$ cat config.mk
export PLATFORM = sky130hd
export DESIGN_NAME = dtw_ref_dump
export DESIGN_NICKNAME = d
export VERILOG_FILES = /design/src/rtl/dtw_pkg.sv /design/src/rtl/dtw_ref_dump_skid.sv /design/src/rtl/dtw_ref_dump.sv
export SDC_FILE = /design/constraint.sdc
export NUM_CORES = 1
export LEC_CHECK = 0
export CORE_ASPECT_RATIO = 0.7
export CORE_MARGIN = 4
export CORE_UTILIZATION = 47
export DETAILED_ROUTE_END_ITERATION = 10
export PLACE_DENSITY = 0.76
export SYNTH_ARGS = -nofsm -noshare
export SYNTH_HDL_FRONTEND = slang
export SYNTH_SLANG_ARGS = --single-unit
$ cat constraint.sdc
create_clock -name clk_in -period 2.97 [get_ports clk_in]
set_input_delay 0.297 -clock clk_in [delete_from_list [all_inputs] [get_ports clk_in]]
set_output_delay 0.297 -clock clk_in [all_outputs]
set_load 0.02 [all_outputs]
$ cat src/rtl/dtw_pkg.sv
// dtw_pkg: shared definitions for the DTW reference-dump block.
//   - default widths for reference samples and reference memory addresses
//   - state encoding of the dump controller FSM
package dtw_pkg;

  localparam int DTW_DATA_WIDTH       = 16;
  localparam int DTW_REFMEM_PTR_WIDTH = 20;

  // Maximum number of words issued to the memory but not yet written out.
  localparam int DTW_MAX_INFLIGHT     = 2;

  typedef enum logic [1:0] {
    ST_IDLE   = 2'd0,
    ST_STREAM = 2'd1,
    ST_DRAIN  = 2'd2,
    ST_DONE   = 2'd3
  } dtw_state_e;

endpackage : dtw_pkg

$ cat src/rtl/dtw_ref_dump_skid.sv
// dtw_ref_dump_skid: 2-entry output buffer between the reference memory read
// port and the destination FIFO.
//   clk_in        : clock, rising edge
//   rst_n_in      : asynchronous active-low reset (already synchronised)
//   flush_in      : drop all buffered words (abort)
//   push_in       : read data for an issued address is on push_data_in now
//   push_data_in  : reference memory read data
//   full_in       : destination FIFO full
//   wren_out      : destination FIFO write enable (head valid and not full)
//   data_out      : destination FIFO write data (head entry)
//
// Handshake: the head entry is offered whenever the buffer is non-empty; it is
// consumed exactly in a cycle where wren_out=1, i.e. valid and not full. While
// full is high the head register is untouched, so data_out holds steady.
// The caller guarantees no push into a full (2-entry) buffer without a pop.
module dtw_ref_dump_skid #(
  parameter int DATA_WIDTH = dtw_pkg::DTW_DATA_WIDTH
) (
  input  logic                  clk_in,
  input  logic                  rst_n_in,
  input  logic                  flush_in,
  input  logic                  push_in,
  input  logic [DATA_WIDTH-1:0] push_data_in,
  input  logic                  full_in,
  output logic                  wren_out,
  output logic [DATA_WIDTH-1:0] data_out
);

  logic [DATA_WIDTH-1:0] head_q, head_d;
  logic [DATA_WIDTH-1:0] tail_q, tail_d;
  logic [1:0]            count_q, count_d;
  logic                  pop;

  // Registered valid, combinational on full.
  assign pop      = (count_q != 2'd0) && !full_in;
  assign wren_out = pop;
  assign data_out = head_q;

  always_comb begin
    head_d  = head_q;
    tail_d  = tail_q;
    count_d = count_q;
    if (flush_in) begin
      count_d = 2'd0;
    end else begin
      case ({push_in, pop})
        2'b10: begin
          if (count_q == 2'd0) head_d = push_data_in;
          else                 tail_d = push_data_in;
          count_d = count_q + 2'd1;
        end
        2'b01: begin
          head_d  = tail_q;
          count_d = count_q - 2'd1;
        end
        2'b11: begin
          // Count is unchanged; the new word lands behind whatever remains.
          if (count_q == 2'd1) begin
            head_d = push_data_in;
          end else begin
            head_d = tail_q;
            tail_d = push_data_in;
          end
        end
        default: ;
      endcase
    end
  end

  always_ff @(posedge clk_in or negedge rst_n_in) begin
    if (!rst_n_in) begin
      head_q  <= '0;
      tail_q  <= '0;
      count_q <= 2'd0;
    end else begin
      head_q  <= head_d;
      tail_q  <= tail_d;
      count_q <= count_d;
    end
  end

endmodule : dtw_ref_dump_skid

$ cat src/rtl/dtw_ref_dump.sv
// dtw_ref_dump: streams words 0..len-1 of the reference memory into a
// destination FIFO.
//   clk_in / rst_n_in          : clock (rising edge), async active-low reset
//   start_in, ref_len_in       : dump request and length (latched on accept)
//   abort_in                   : cancel an active dump (STREAM/DRAIN)
//   busy_out, done_out         : activity flag, one-cycle completion pulse
//   ref_addr_out, ref_data_in  : memory read port, one cycle read latency
//   dst_fifo_wren_out/_full_in/_data_out : destination FIFO write port
//   words_sent_out             : words written in the current or last dump
//   checksum_out               : only with DTW_REF_DUMP_CHKSUM_EN defined; sum
//                                mod 2^DATA_WIDTH of the words written
//   state_dbg_out              : current FSM state
//
// Flow: an address is issued when fewer than two words are in flight or a
// write retires one in the same cycle. Read data is pushed into the skid
// buffer one cycle after issue, so a full FIFO can never cause loss.
module dtw_ref_dump #(
  parameter int DATA_WIDTH       = dtw_pkg::DTW_DATA_WIDTH,
  parameter int REFMEM_PTR_WIDTH = dtw_pkg::DTW_REFMEM_PTR_WIDTH
) (
  input  logic                        clk_in,
  input  logic                        rst_n_in,
  input  logic                        start_in,
  input  logic                        abort_in,
  input  logic [REFMEM_PTR_WIDTH-1:0] ref_len_in,
  output logic                        busy_out,
  output logic                        done_out,
  output logic [REFMEM_PTR_WIDTH-1:0] ref_addr_out,
  input  logic [DATA_WIDTH-1:0]       ref_data_in,
  output logic                        dst_fifo_wren_out,
  input  logic                        dst_fifo_full_in,
  output logic [DATA_WIDTH-1:0]       dst_fifo_data_out,
`ifdef DTW_REF_DUMP_CHKSUM_EN
  output logic [DATA_WIDTH-1:0]       checksum_out,
`endif
  output logic [REFMEM_PTR_WIDTH-1:0] words_sent_out,
  output logic [1:0]                  state_dbg_out
);
  import dtw_pkg::*;

  localparam logic [REFMEM_PTR_WIDTH-1:0] PTR_ONE = REFMEM_PTR_WIDTH'(1);
  localparam logic [1:0] MAX_INFLIGHT = 2'(DTW_MAX_INFLIGHT);

  dtw_state_e                  state_q, state_d;
  logic [REFMEM_PTR_WIDTH-1:0] len_q, len_d;
  logic [REFMEM_PTR_WIDTH-1:0] addr_q, addr_d;
  logic [REFMEM_PTR_WIDTH-1:0] words_q, words_d;
  logic [1:0]                  inflight_q, inflight_d;
  logic                        rd_pend_q, rd_pend_d;
  logic                        rst_sync_q, rst_sync_d;
  logic                        rst_n;

  logic start_accept, abort_hit, issue, last_issue, wren;
  logic [DATA_WIDTH-1:0] wr_data;

  // Reset asserts asynchronously but releases on a clock edge, so the first
  // edge after deassertion still sees reset and the second one is live.
  assign rst_sync_d = 1'b1;
  always_ff @(posedge clk_in or negedge rst_n_in) begin
    if (!rst_n_in) rst_sync_q <= 1'b0;
    else           rst_sync_q <= rst_sync_d;
  end
  assign rst_n = rst_sync_q;

  assign start_accept = (state_q == ST_IDLE) && start_in;
  assign abort_hit    = abort_in && ((state_q == ST_STREAM) || (state_q == ST_DRAIN));
  assign issue        = (state_q == ST_STREAM) && !abort_in &&
                        ((inflight_q < MAX_INFLIGHT) || wren);
  assign last_issue   = issue && (addr_q == (len_q - PTR_ONE));

  // FSM: state register
  always_ff @(posedge clk_in or negedge rst_n) begin
    if (!rst_n) state_q <= ST_IDLE;
    else        state_q <= state_d;
  end

  // FSM: next state
  always_comb begin
    state_d = state_q;
    case (state_q)
      ST_IDLE: begin
        if (start_in) state_d = (ref_len_in == '0) ? ST_DONE : ST_STREAM;
      end
      ST_STREAM: begin
        if (abort_in)        state_d = ST_IDLE;
        else if (last_issue) state_d = ST_DRAIN;
      end
      ST_DRAIN: begin
        if (abort_in)                state_d = ST_IDLE;
        else if (inflight_d == 2'd0) state_d = ST_DONE;
      end
      ST_DONE:  state_d = ST_IDLE;
      default:  state_d = ST_IDLE;
    endcase
  end

  // FSM: outputs
  always_comb begin
    busy_out      = (state_q != ST_IDLE);
    done_out      = (state_q == ST_DONE);
    state_dbg_out = state_q;
  end

  // Counters and read tracking
  always_comb begin
    len_d      = len_q;
    addr_d     = addr_q;
    inflight_d = inflight_q;
    rd_pend_d  = 1'b0;
    words_d    = words_q + REFMEM_PTR_WIDTH'(wren);
    if (start_accept) begin
      len_d      = ref_len_in;
      addr_d     = '0;
      inflight_d = 2'd0;
      words_d    = '0;
    end else if (abort_hit) begin
      inflight_d = 2'd0;
    end else begin
      addr_d     = addr_q + REFMEM_PTR_WIDTH'(issue);
      inflight_d = inflight_q + {1'b0, issue} - {1'b0, wren};
      rd_pend_d  = issue;
    end
  end

  always_ff @(posedge clk_in or negedge rst_n) begin
    if (!rst_n) begin
      len_q      <= '0;
      addr_q     <= '0;
      inflight_q <= 2'd0;
      rd_pend_q  <= 1'b0;
      words_q    <= '0;
    end else begin
      len_q      <= len_d;
      addr_q     <= addr_d;
      inflight_q <= inflight_d;
      rd_pend_q  <= rd_pend_d;
      words_q    <= words_d;
    end
  end

  dtw_ref_dump_skid #(
    .DATA_WIDTH (DATA_WIDTH)
  ) u_skid (
    .clk_in       (clk_in),
    .rst_n_in     (rst_n),
    .flush_in     (abort_hit),
    .push_in      (rd_pend_q),
    .push_data_in (ref_data_in),
    .full_in      (dst_fifo_full_in),
    .wren_out     (wren),
    .data_out     (wr_data)
  );

  assign ref_addr_out      = addr_q;
  assign dst_fifo_wren_out = wren;
  assign dst_fifo_data_out = wr_data;
  assign words_sent_out    = words_q;

`ifdef DTW_REF_DUMP_CHKSUM_EN
  logic [DATA_WIDTH-1:0] chk_q, chk_d;

  always_comb begin
    chk_d = chk_q;
    if (start_accept) chk_d = '0;
    else if (wren)    chk_d = chk_q + wr_data;
  end

  always_ff @(posedge clk_in or negedge rst_n) begin
    if (!rst_n) chk_q <= '0;
    else        chk_q <= chk_d;
  end

  assign checksum_out = chk_q;
`endif

endmodule : dtw_ref_dump

[After elaboration in Yosys (flattened, before gate mapping)]
Index checks and enable logic that the tools add are counted.
Storage, ports and cells
  register bits after elaboration: 100
  input bits: 41
  output and inout port bits: 61
  logic and storage cells: 78
Operators by class
  add/sub/neg operators: 7
  magnitude comparators: 1
  equality and inequality tests: 15
  muxes and demuxes: 22
  bitwise gates (word level): 1
  reductions and logical operators: 22
Operators by type and width (number)
  16-bit 2-to-1 mux: 4
  20-bit 2-to-1 mux: 3
  16-bit one-hot mux with 3 select lines: 1
  20-bit by 1-bit adder with 20-bit output: 2
  16-bit one-hot mux with 2 select lines: 1
  20-bit equality test: 1
  20-bit logical NOT: 1
  20-bit by 1-bit subtractor with 20-bit output, second input constant: 1
  2-bit 2-to-1 mux: 9
  2-bit equality test, second input constant: 4
  2-bit != test, second input constant: 4
  2-bit one-hot mux with 4 select lines: 1
  2-bit by 1-bit equality test with 1-bit output, second input constant: 3
  1-bit logical AND: 6
  2-bit logical NOT: 3
  3-bit AND reduction: 2
  2-bit nonzero test: 3
  3-bit nonzero test: 2
  2-bit one-hot mux with 2 select lines: 1
  4-bit AND reduction: 1
  3-bit by 2-bit != test with 1-bit output, second input constant: 1
  3-bit != test, second input constant: 1
  2-bit by 1-bit adder with 2-bit output: 1
  2-bit by 1-bit adder with 2-bit output, second input constant: 1
  other kinds (8): 11

[Logic depth before layout (Yosys ltp)]
Gate-level depths: netlist of the first run.
  depth after elaboration: 12
  gate-level depth with buffers: 14
  depth with buffers taken out: 13

[By module]
A second synthesis of the first run with hierarchy kept.
Second synthesis, totals
  cells, all modules: 543
  area, all modules: 5485.3 µm²
Modules (own cells, without submodules)
  dtw_ref_dump: instances 1, cells each 430, area each 3844.9 µm², sequential area each 1651.6 µm²
  dtw_ref_dump_skid: instances 1, cells each 113, area each 1640.3 µm², sequential area each 850.8 µm²

[Worst setup path before layout of the first run]
No wires, ideal clock.
  path type: reg-to-reg
  start point: register u_skid.count_q[0]
  end point: register state_q[0] (netlist: state_dbg_out[0])
  library setup time: 0.079 ns
  data arrival time: 2.700 ns
  required time: 2.891 ns
  slack: 0.191 ns
  cell stages (with the launch flop): 15
  buffers on the path: 1
  clock period less this slack: 2.779 ns
  cell sequence: dfrtp_1 -> inv_1 -> ha_1 -> or2_2 -> clkbuf_1 -> inv_1 -> ha_1 -> inv_1 -> ha_1 -> xor2_1 -> xnor2_1 -> nand2b_1 -> and3_1 -> a221oi_2 -> mux2i_1
Between the ends
  longest elaborated chain between the ends: 11
  elaborated cells between the ends (all ways): 13
  those cells by class: add/sub (2); eq/ne (2); mux (2); reduce/logical (7)
Ends and longest elaborated chain
  start: declaration: line dtw_ref_dump_skid.sv:31  | logic [1:0] count_q, count_d;
  start signal: assignment: line dtw_ref_dump_skid.sv:78  | count_q <= count_d;
  2-bit nonzero test (*): line dtw_ref_dump_skid.sv:35  | assign pop = (count_q != 2'd0) && !full_in;
  1-bit logical AND (*): line dtw_ref_dump_skid.sv:35
  named net dst_fifo_wren_out: line dtw_ref_dump.sv:30  | output logic dst_fifo_wren_out,
  1-bit logical OR: line dtw_ref_dump.sv:68  | ((inflight_q < MAX_INFLIGHT) || wren);
  1-bit logical AND: line dtw_ref_dump.sv:67  | assign issue = (state_q == ST_STREAM) && !abort_in &&
  2-bit by 1-bit adder with 2-bit output: line dtw_ref_dump.sv:120  | inflight_d = inflight_q + {1'b0, issue} - {1'b0, wren};
  2-bit by 1-bit subtractor with 2-bit output: line dtw_ref_dump.sv:120
  2-bit 2-to-1 mux: line dtw_ref_dump.sv:116  | end else if (abort_hit) begin
  2-bit 2-to-1 mux: line dtw_ref_dump.sv:111  | if (start_accept) begin
  2-bit logical NOT: line dtw_ref_dump.sv:90  | else if (inflight_d == 2'd0) state_d = ST_DONE;
  3-bit by 2-bit != test with 1-bit output (no source line)
  3-bit AND reduction (no source line) (*)
  end signal: assignment: line dtw_ref_dump.sv:74  | else state_q <= state_d;
  end: declaration: line dtw_ref_dump.sv:44  | dtw_state_e state_q, state_d;
Mark *: on every way through the listed nets, which the timed path passes. The rest lies on a longest branch.
A chain may end at the register's enable or synchronous reset.

[Final worst setup path of the first run]
  start point: register len_q[0]
  end point: register state_q[1] (netlist: state_dbg_out[1])
Between the ends
  longest elaborated chain between the ends: 5
Ends and longest elaborated chain
  start: declaration: line dtw_ref_dump.sv:45  | logic [REFMEM_PTR_WIDTH-1:0] len_q, len_d;
  start signal: assignment: line dtw_ref_dump.sv:133  | len_q <= len_d;
  20-bit by 1-bit subtractor with 20-bit output: line dtw_ref_dump.sv:69  | assign last_issue = issue && (addr_q == (len_q - PTR_ONE));
  20-bit equality test: line dtw_ref_dump.sv:69
  1-bit logical AND: line dtw_ref_dump.sv:69
  3-bit != test (no source line)
  3-bit AND reduction (no source line)
No other way between the ends.

==> results of run 1 <==
[per-stage QoR]
| step | TNS, ns | power, µW | cells | hold WS, ns |
|---|---|---|---|---|
| final | 0 | 6110 | 821 | 0.0781 |
| after global routing | -0.143 | 6560 | 821 | 0.0595 |
| after CTS | 0 | 6040 | 819 | 0.0679 |
| after detailed placement | -0.179 | 4800 | 802 | 0.440 |
| after global placement | 0 | 4670 | 802 | 0.428 |
| after floorplan | 0 | 3850 | 558 | 0.00141 |
[routing by layer]
layer / vias up / track usage (%) / share of wire, % / routed length, µm
li1: 2119 / - / - / -
met1: 2140 / 29.6 / 46 / 6230
met2: 118 / 33.3 / 46 / 6310
met3: 17 / 6.03 / 5.9 / 801
met4: 0 / 5.48 / 1.7 / 233
met5: - / 0 / 0 / 0
[timing repair]
item / 4_1_cts / 5_1_grt
endpoints found under the hold margin: 0 / 0
endpoints found under the setup margin: 2 / 2
setup buffers: 1 / 2
pin swaps: 1 / 2
hold buffers: 0 / 0
resized for setup: 3 / 13
[area by class of cell]
class / instances / share of cell area, %
tap: 153 / 2.76
sequential: 100 / 36.2
inverter: 14 / 0.759
clock buffer: 10 / 3.31
multi-input combinational: 419 / 39.2
clock inverter: 6 / 1.05
timing repair buffer: 119 / 16.7
[critical path, stage by stage, from the launching register on]
cell,delay (ns)
dfrtp_2,0.44
inv_1,0.08
ha_1,0.19
or3b_4,0.45
xnor2_1,0.17
a2111oi_2,0.28
nand4_1,0.17
nor4bb_1,0.28
nand4_1,0.15
a221oi_2,0.24
buf_4,0.17
mux2i_1,0.19
[synthesized netlist by cell type (all sizes together) (2+ instances only)]
cell / n
and2: 5
a31oi: 4
and3: 10
mux2: 18
nand3b: 2
mux2i: 19
nor3b: 2
ha: 14
dfrtp: 100
nand3: 27
a21oi: 24
xnor2: 22
nand2: 81
buf: 2
nor2b: 6
xor2: 40
clkbuf: 23
nor3: 13
or3: 7
nor2: 65
nand4: 7
nor4: 13
inv: 14
o21ai: 13
nand2b: 3
or4: 3
nand4b: 2
o31ai: 2
[power groups by stage]
stage          clock network [µW]  logic (µW)  registers (µW)
2_1_floorplan                   0        1560            2290
4_1_cts                      1230        2610            2210
3_5_place_dp                    0        2570            2230
6_report                     1190        2690            2230
5_1_grt                      1290        2960            2300
3_3_place_gp                    0        2480            2190
[registers in the layout, summed over array words and instances (netlist names)]
register	flops
u_skid.count_q	2
u_skid.tail_q	16
rd_pend_q	1
inflight_q	2
rst_n	1
u_skid.data_out	16
ref_addr_out	20
state_dbg_out	2
len_q	20
words_sent_out	20
[worst min-delay path by stage]
| stage | startpoint | endpoint | slack (ns) | cells past startpoint |
|---|---|---|---|---|
| after CTS | rst_n_in | rst_n | 0.07 | 1 |
| after global placement | rst_n | ref_addr_out[15] | 0.43 | 0 |
| after global routing | rst_n_in | rst_n | 0.06 | 1 |
| after detailed placement | rst_n | len_q[16] | 0.44 | 0 |
| final | rst_n_in | rst_n | 0.08 | 1 |
| after floorplan | rst_n_in | rst_n | 0.001 | 0 |
[cell families after synthesis]
logic type / after synthesis / synth area share [%]
adder cells (fa/ha/maj): 14 / 3.31
other: 1 / 0.0708
flip-flops: 100 / 47.2
XOR/XNOR: 62 / 10.3
buffers and inverters: 39 / 2.93
AO/OA/AOI/OAI: 54 / 6.19
AND/OR/NAND/NOR: 251 / 22.6
multiplexers: 37 / 7.42
==> impl_metrics.tcl, run 1 <==
set metrics [dict create \
    timing.rr.start "len_q[0]" \
    netlist.area_leader.share_pct 47.2 \
    fmax_mhz 346 \
    drt_wl_total_mm 13.6 \
    wl_per_cell_um 16.5 \
    sw_frac_of_total_pct 39.6 \
    area_delta_synth_final_pct 30.8 \
    critPathCapture "state_dbg_out[1]" \
    vdd_drop_max_v 0.000400 \
    rrSetupSlack_ns 0.08 \
    rr_endpoint "state_dbg_out[1]" \
    synth_area_leaders "dfrtp_1 (47%), xor2_1 (6.6%), nand2_1 (5.7%)" \
    synth_warnings 0 \
    synthCells 558 \
    hp-class "input port to asynchronous set/reset pin" \
    grt_max_degree 58 \
    clkPwrFrac_pct 19.5 \
    worstSetupEndpointType "flip-flop" \
    clk_latency_ns 0.35 \
    diodes 0 \
    synth_flop_cell "dfrtp_1" \
    layout-drive-gt1-share_pct 10.5 \
    final_nets 718 \
    final_cell_mix "clkdlybuf4s50_1 (101), dfrtp_1 (96), nand2_1 (80)" \
    placementRows 32 \
    path_clk_slew_ns 0.08 \
    post-place-ws_ns -0.0904 \
    design_area_um2 6930 \
    finalWorstPathRequiredPeriod_ns 2.89 \
    core-area_um2 11000 \
    p_seq_share_pct 36.5 \
    final_core_util_pct 62.9 \
    postPlaceCellArea_um2 6540 \
    fin_crit_sh_pct 97.2 \
    power_switching_uw 2420 \
    first_global_vias 4555 \
    cts-htree-levels 3 \
    start_kind "flip-flop" \
    max_cap_violations 0 \
    synth.cell_area_um2 5300 \
    clock-sinks 100 \
    place.gp.congestion 0.933 \
    clock-root-buffer "clkbuf_16" \
    synth_cell_types 50 \
    dieArea_um2 13100 \
    hold_viol_final 0 \
    ff2ff_path_depth 11 \
    globalRouteOverflowTotal 0 \
    syn_nets 613 \
    synth_edf_count 0 \
    tightest_slew_ns 0.818 \
    final_common_cell "clkdlybuf4s50_1" \
    cts_tree "done" \
    finalMaxSlewViolations 0 \
    p_comb_share_pct 44.0 \
    firstDrtPassIters 5 \
    p_int_uw 3690 \
    ys_seq_area_share_pct 47.2 \
    setup_violations 0 \
    cp.required_ns 3.23 \
    crit_start "len_q[0]" \
    fin_ws_ns 0.0825 \
    die_w_um 135 \
    regArea_um2 2510 \
    relSlewSlack_pct 45.3 \
    leakagePower_uw 0.00304 \
    nFillCells 919 \
    die_h_um 96.8 \
    syn_area_per_cell_um2 9.49 \
    viasPerCell 5.35 \
    async_reset_ff_share_pct 100 \
    port_buffers 101 \
    drcViolationCount 0 \
    drt_iter0_markers 279 \
    multiInputGateArea_um2 2710 \
    initial_core_util_pct 48.1 \
    powerDensity_nw_per_um2 882 \
    grt_usage_pct 21.4 \
    dp_hpwl_mm 10.1 \
    finClkSkew_ns 0.0148 \
    worstSetupPathType "flip-flop to flip-flop" \
    critPathMaxFanout 5 \
    ys_seq_elements 100 \
    cts_buffers 9 \
    worst_ep_arrival_time_ns 3.15 \
    grt_pass1_wl_mm 22.7 \
    status "finished clean" \
    vias 4394 \
    antenna_found_initial 0 \
    antenna_left 0 \
    yosys.area.top_type "dfrtp_1" \
    clockBufferDepth 2 \
    io_pins 102 \
]
No activity file was read; power rests on OpenSTA's default activity.
==> run 2, diff against run 1 <==
TNS_END_PERCENT = 50   (was not set)
==> results of run 2 <==
No change in the layout: final DEF, timing and power equal those of run 1.
==> RTL change 1: new RTL, config.mk and constraints of run 1 <==
The package constant `DTW_REFMEM_PTR_WIDTH` goes from 20 to 24.
--- a/src/rtl/dtw_pkg.sv
+++ b/src/rtl/dtw_pkg.sv
@@ -4,7 +4,7 @@
 package dtw_pkg;
 
   localparam int DTW_DATA_WIDTH       = 16;
-  localparam int DTW_REFMEM_PTR_WIDTH = 20;
+  localparam int DTW_REFMEM_PTR_WIDTH = 24;
 
   // Maximum number of words issued to the memory but not yet written out.
   localparam int DTW_MAX_INFLIGHT     = 2;
Interface: changed (resized ref_addr_out, ref_len_in and words_sent_out); port bits go from 102 to 114. The function was not compared with the original's and may differ.
==> RTL change 1 against run 1 <==
- the run now ends with negative setup slack left
- synthesized cell count grew 12%
- wire length grew 16%
- setup slack lost 0.34 ns
- synthesized area grew 12%
- clock skew shrank 0.0044 ns
- final area grew 15%
- total power grew 14%
- non-clock buffer count grew 46
- sequential cell count grew 12
- critical path type unchanged
==> RTL change 1: results (changes against run 1) <==
stage,metric,value,unit,change
power_and_ir_drop,Leakage,3.462,nW,+14%
drt,via count,5133,,+17%
drt,1st-iter DRT viols,314,,+13%
sta,final worst slack,-0.2539,ns,-0.3364 ns
power_and_ir_drop,Peak VDD IR,0.8086,mV,+100%
synth,syn nets,685,,+12%
cells_and_area,layout cell share with drive strength beyond 1,13.79,%,+3.3 points
power_and_ir_drop,Switch Pwr,2.738,mW,+13%
placed_design,gp weighted congestion,0.8593,,-7.9%
placed_design,Setup WS pre-CTS,-0.4272,ns,-0.3368 ns
cells_and_area,fill count,1000,,+8.8%
global_route,All-Layer GR Usage,22.01,%,+0.60 points
placed_design,Final HPWL DP,11790,um,+17%
critical_path,R2R Path End,state_dbg_out[0]$_DFFE_PN0P_,,
synth,Area contributors post-synth,"dfrtp_1 (47%), nand2_1 (5.9%), xnor2_1 (5.3%)",,
placed_design,cell area after placement,7521,sq um,+15%
sta,# setup viols final,2,,+2
critical_path,Worst Path Max Fanout,2,,-3
placed_design,count of input and output buffers,113,,+12%
synth,"Avg Cell Area, Syn",9.476,sq um,-0.17%
synth,most frequent cells after synthesis,"dfrtp_1 (112), nand2_1 (93), nor2_1 (75)",,
critical_path,Crit Reg-Reg Startpoint,u_skid.count_q[0]$_DFFE_PN0P_,,
run_status,failing checks,negative setup slack,,
global_route,vias in the first global route,5196,,+14%
synth,register area share after synthesis,47.25,%,about the same
global_route,GR Util met1,31.52,%,+1.9 points
global_route,largest net degree at the start of global routing,75,,+29%
run_status,status,"complete, but fails checks",,
cells_and_area,Final Net Count,837,,+17%
sta,Hold WS,0.07832,ns,+0.0002478 ns
sta,setup TNS,-0.4859,ns,-0.4859 ns
critical_path,Reg2Reg Depth,15,,+4
drt,routed len/inst,16.66,um,+0.79%
sta,Slew @ Worst Pin,0.9063,ns,+0.08810 ns
-- RTL change 1: cell count changes after synthesis, moves of 6 or more --
cell and delta:
nand4_1 +6, nor2_1 +10, or3_1 +6, nand2_1 +12
dfrtp_1 +12, xor2_1 -8, a21oi_1 +10, xnor2_1 +14
-- RTL change 1: worst max-delay path by stage --
stage	from	end	cells past startpoint
floorplan	u_skid.count_q[0]$_DFFE_PN0P_	state_dbg_out[0]$_DFFE_PN0P_	16
global placement	dst_fifo_full_in	state_dbg_out[0]$_DFFE_PN0P_	14
detailed placement	dst_fifo_full_in	state_dbg_out[0]$_DFFE_PN0P_	14
CTS	u_skid.count_q[0]$_DFFE_PN0P_	state_dbg_out[0]$_DFFE_PN0P_	15
global route	u_skid.count_q[1]$_DFFE_PN0P_	state_dbg_out[1]$_DFFE_PN0P_	16
finish	u_skid.count_q[0]$_DFFE_PN0P_	state_dbg_out[0]$_DFFE_PN0P_	15
-- RTL change 1: per-layer routing --
metal  wire [um]  vias to the layer above
met4         139                        0
met3         939                       18
met5           0                        -
met2        7292                      147
li1            -                     2443
met1        7376                     2525
-- RTL change 1: timing repair --
| action | CTS | global route |
|---|---|---|
| setup endpoints to repair | 2 | 7 |
| pin swaps | 9 | 9 |
| resized for setup | 3 | 11 |
| buffers inserted | 5 | 2 |
-- RTL change 1: power by group through the flow --
stage / Sequential, mW / Clock (mW) / Combinational [mW]
2_1_floorplan: 2.53 / 0 / 1.73
4_1_cts: 2.37 / 1.31 / 3.22
3_3_place_gp: 2.37 / 0 / 3.00
3_5_place_dp: 2.40 / 0 / 3.11
6_report: 2.38 / 1.28 / 3.33
5_1_grt: 2.44 / 1.37 / 3.65
-- RTL change 1: area by class of cell --
cell class              instances  area (sq um)  share of cell area (%)
flip-flops and latches        112          2806                   35.24
inverters                      15         56.30                  0.7070
well taps                     162         202.7                   2.545
clock buffers                   9         225.2                   2.828
clock inverters                 7         98.84                   1.241
multi-input cells             475          3053                   38.33
repair buffers                165          1521                   19.10
-- RTL change 1: kinds of logic (layout without fill, tap and decap cells) --
logic type | Yosys count | count (layout) | synth area share (%)
and+or+nand+nor | 288 | 288 | 23.92
DFF | 112 | 112 | 47.25
xor gates and xnor gates | 68 | 68 | 10.04
AOI/OAI and AO/OA | 65 | 65 | 6.180
muxes | 39 | 39 | 6.960
buffers and inverters | 39 | 196 | 2.636
adders and majority gates | 14 | 14 | 2.953
other | 1 | 1 | 0.06322
-- RTL change 1: critical path: stages, from the launching register on --
cell and delay [ns]:
dfrtp_1 0.35, inv_1 0.07, ha_4 0.16, or2_1 0.22, a21o_1 0.18, ha_1 0.29
inv_1 0.07, ha_2 0.18, xor2_2 0.18, xnor2_2 0.15, a21bo_2 0.18, o21ai_2 0.07
nor4_2 0.30, nand4_1 0.15, o21ai_2 0.23, mux2_4 0.32
==> RTL change 2: new RTL, settings of run 1 <==
Without the edit above. `addr_q` no longer has a reset.
--- a/src/rtl/dtw_ref_dump.sv
+++ b/src/rtl/dtw_ref_dump.sv
@@ -125,17 +125,19 @@
   always_ff @(posedge clk_in or negedge rst_n) begin
     if (!rst_n) begin
       len_q      <= '0;
-      addr_q     <= '0;
       inflight_q <= 2'd0;
       rd_pend_q  <= 1'b0;
       words_q    <= '0;
     end else begin
       len_q      <= len_d;
-      addr_q     <= addr_d;
       inflight_q <= inflight_d;
       rd_pend_q  <= rd_pend_d;
       words_q    <= words_d;
     end
+  end
+
+  always_ff @(posedge clk_in) begin
+    addr_q <= addr_d;
   end
 
   dtw_ref_dump_skid #(
Function: differs if rst_n_in is asserted again (counterexample within 4 cycles, from zero or initial values and one cycle with rst_n_in low); with rst_n_in held inactive, the same outputs for 4 cycles.
==> RTL change 2 against run 1 <==
- the run now ends with negative setup slack left
- clock power is 12% lower
- wire length is 3.3% lower
- first-iteration DRC count is 14% lower
- synthesized cell count is 2.5% lower
- synthesized area is 3.2% lower
- setup slack worse by 0.15 ns
- final area is 2.0% lower
- sequential cell count stayed put
- core utilization is 1.7 points higher
- total power is 1.3% lower
- die area is 3.0% lower
- critical endpoint is now state_dbg_out[0]$_DFFE_PN0P_
==> RTL change 2: results (changes against run 1) <==
stage,metric,value,unit,change
sta,setup TNS,-0.09025,ns,-0.09025 ns
global_route,vias in the first global route,4337,,-4.8%
drt,1st-iter DRT viols,241,,-14%
sta,# setup viols final,2,,+2
placed_design,Final HPWL DP,9410,um,-6.8%
synth,multiplexer share of the synthesized area,7.735,%,+0.32 points
synth,Post-Synthesis Cells,544,,-2.5%
critical_path,critical path data arrival time,3.26,ns,+0.11 ns
run_status,failing checks,negative setup slack,,
power_and_ir_drop,power per cell area,888.0,nW/um^2,+0.68%
synth,Post-Synth XOR/XNOR Area,8.712,%,-1.5 points
critical_path,Worst Path Max Fanout,2,,-3
cells_and_area,Final Net Count,716,,-0.28%
drt,routed len/inst,16.15,um,-2.3%
global_route,largest net degree at the start of global routing,80,,+38%
synth,register area share after synthesis,46.85,%,-0.40 points
run_status,status,"complete, but fails checks",,
cells_and_area,fill count,860,,-6.4%
placed_design,cell area after placement,6417,sq um,-1.9%
power_and_ir_drop,Reg power frac,36.0,%,-0.5 points
sta,Slew @ Worst Pin,1.008,ns,+0.1894 ns
placed_design,dpl cells,794,,-1.0%
synth,post-synth cell types,48,,-4.0%
cells_and_area,post-route insts no fill,813,,-0.97%
synth,most frequent cells after synthesis,"dfrtp_1 (80), nand2_1 (77), nor2_1 (58)",,
power_and_ir_drop,Internal,3.687,mW,about the same
critical_path,"Slowest-stage cell, CP",dfrtp_1,,
placed_design,gp weighted congestion,0.9753,,+4.6%
critical_path,critical path's largest stage delay,0.39,ns,-0.06 ns
placed_design,Setup WS pre-CTS,-0.1612,ns,-0.07084 ns
synth,Area contributors post-synth,"dfrtp_1 (39%), dfxtp_1 (7.8%), nand2_1 (5.6%)",,
synth,top cell type's share of synthesized area,39.04,%,-8.2 points
synth,compound-gate portion of the synthesized area,8.492,%,+2.3 points
drt,drt via density,5.435,,+1.6%
global_route,All-Layer GR Usage,20.75,%,-0.66 points
synth,ys async rst share,80.00,%,-20 points
sta,final worst slack,-0.06367,ns,-0.1462 ns
sta,clock skew,0.004104,ns,-0.01072 ns
==> RTL change 2: cell type report <==
class | instances | area (sq um) | area share (%)
Timing Repair Buffer | 124 | 1196 | 17.62
Multi-Input combinational cell | 407 | 2678 | 39.44
Sequential cell | 100 | 2406 | 35.44
Tap cell | 148 | 185.2 | 2.728
Inverter | 19 | 71.32 | 1.050
Clock inverter | 2 | 12.51 | 0.1843
Clock buffer | 13 | 240.2 | 3.539
==> RTL change 2: layer usage <==
layer  vias to the layer above  share of wire, %  GRT usage [%]  wire, um
met2                       135                47          31.84      6140
met5                         -                 0              0         0
met1                      2158                47          29.57      6176
li1                       2110                 -              -         -
met4                         0               1.2          6.488       157
met3                        16               5.0          4.483       651
==> RTL change 2: final timing paths <==
| check | from | to | slack [ns] | cells past startpoint |
|---|---|---|---|---|
| hold / removal | rst_n_in | rst_n$_DFF_PN0_ | 0.1 | 1 |
| max in group asynchronous | rst_n$_DFF_PN0_ | words_sent_out[11]$_DFF_PN0_ | 1.82 | 0 |
| hold reg to reg | rst_n$_DFF_PN0_ | u_skid.tail_q[9]$_DFFE_PN0P_ | 0.50 | 0 |
| min in group clk_in | u_skid.tail_q[6]$_DFFE_PN0P_ | u_skid.tail_q[6]$_DFFE_PN0P_ | 0.51 | 1 |
| setup reg to reg | state_dbg_out[1]$_DFFE_PN0P_ | state_dbg_out[0]$_DFFE_PN0P_ | -0.06 | 14 |
| setup / recovery | state_dbg_out[1]$_DFFE_PN0P_ | state_dbg_out[0]$_DFFE_PN0P_ | -0.06 | 14 |
==> RTL change 2: what timing repair did <==
action	4_1_cts	5_1_grt
resized for setup	1	17
setup endpoints to repair	1	2
cloned	0	0
buffers inserted	0	4
pin swaps	0	9
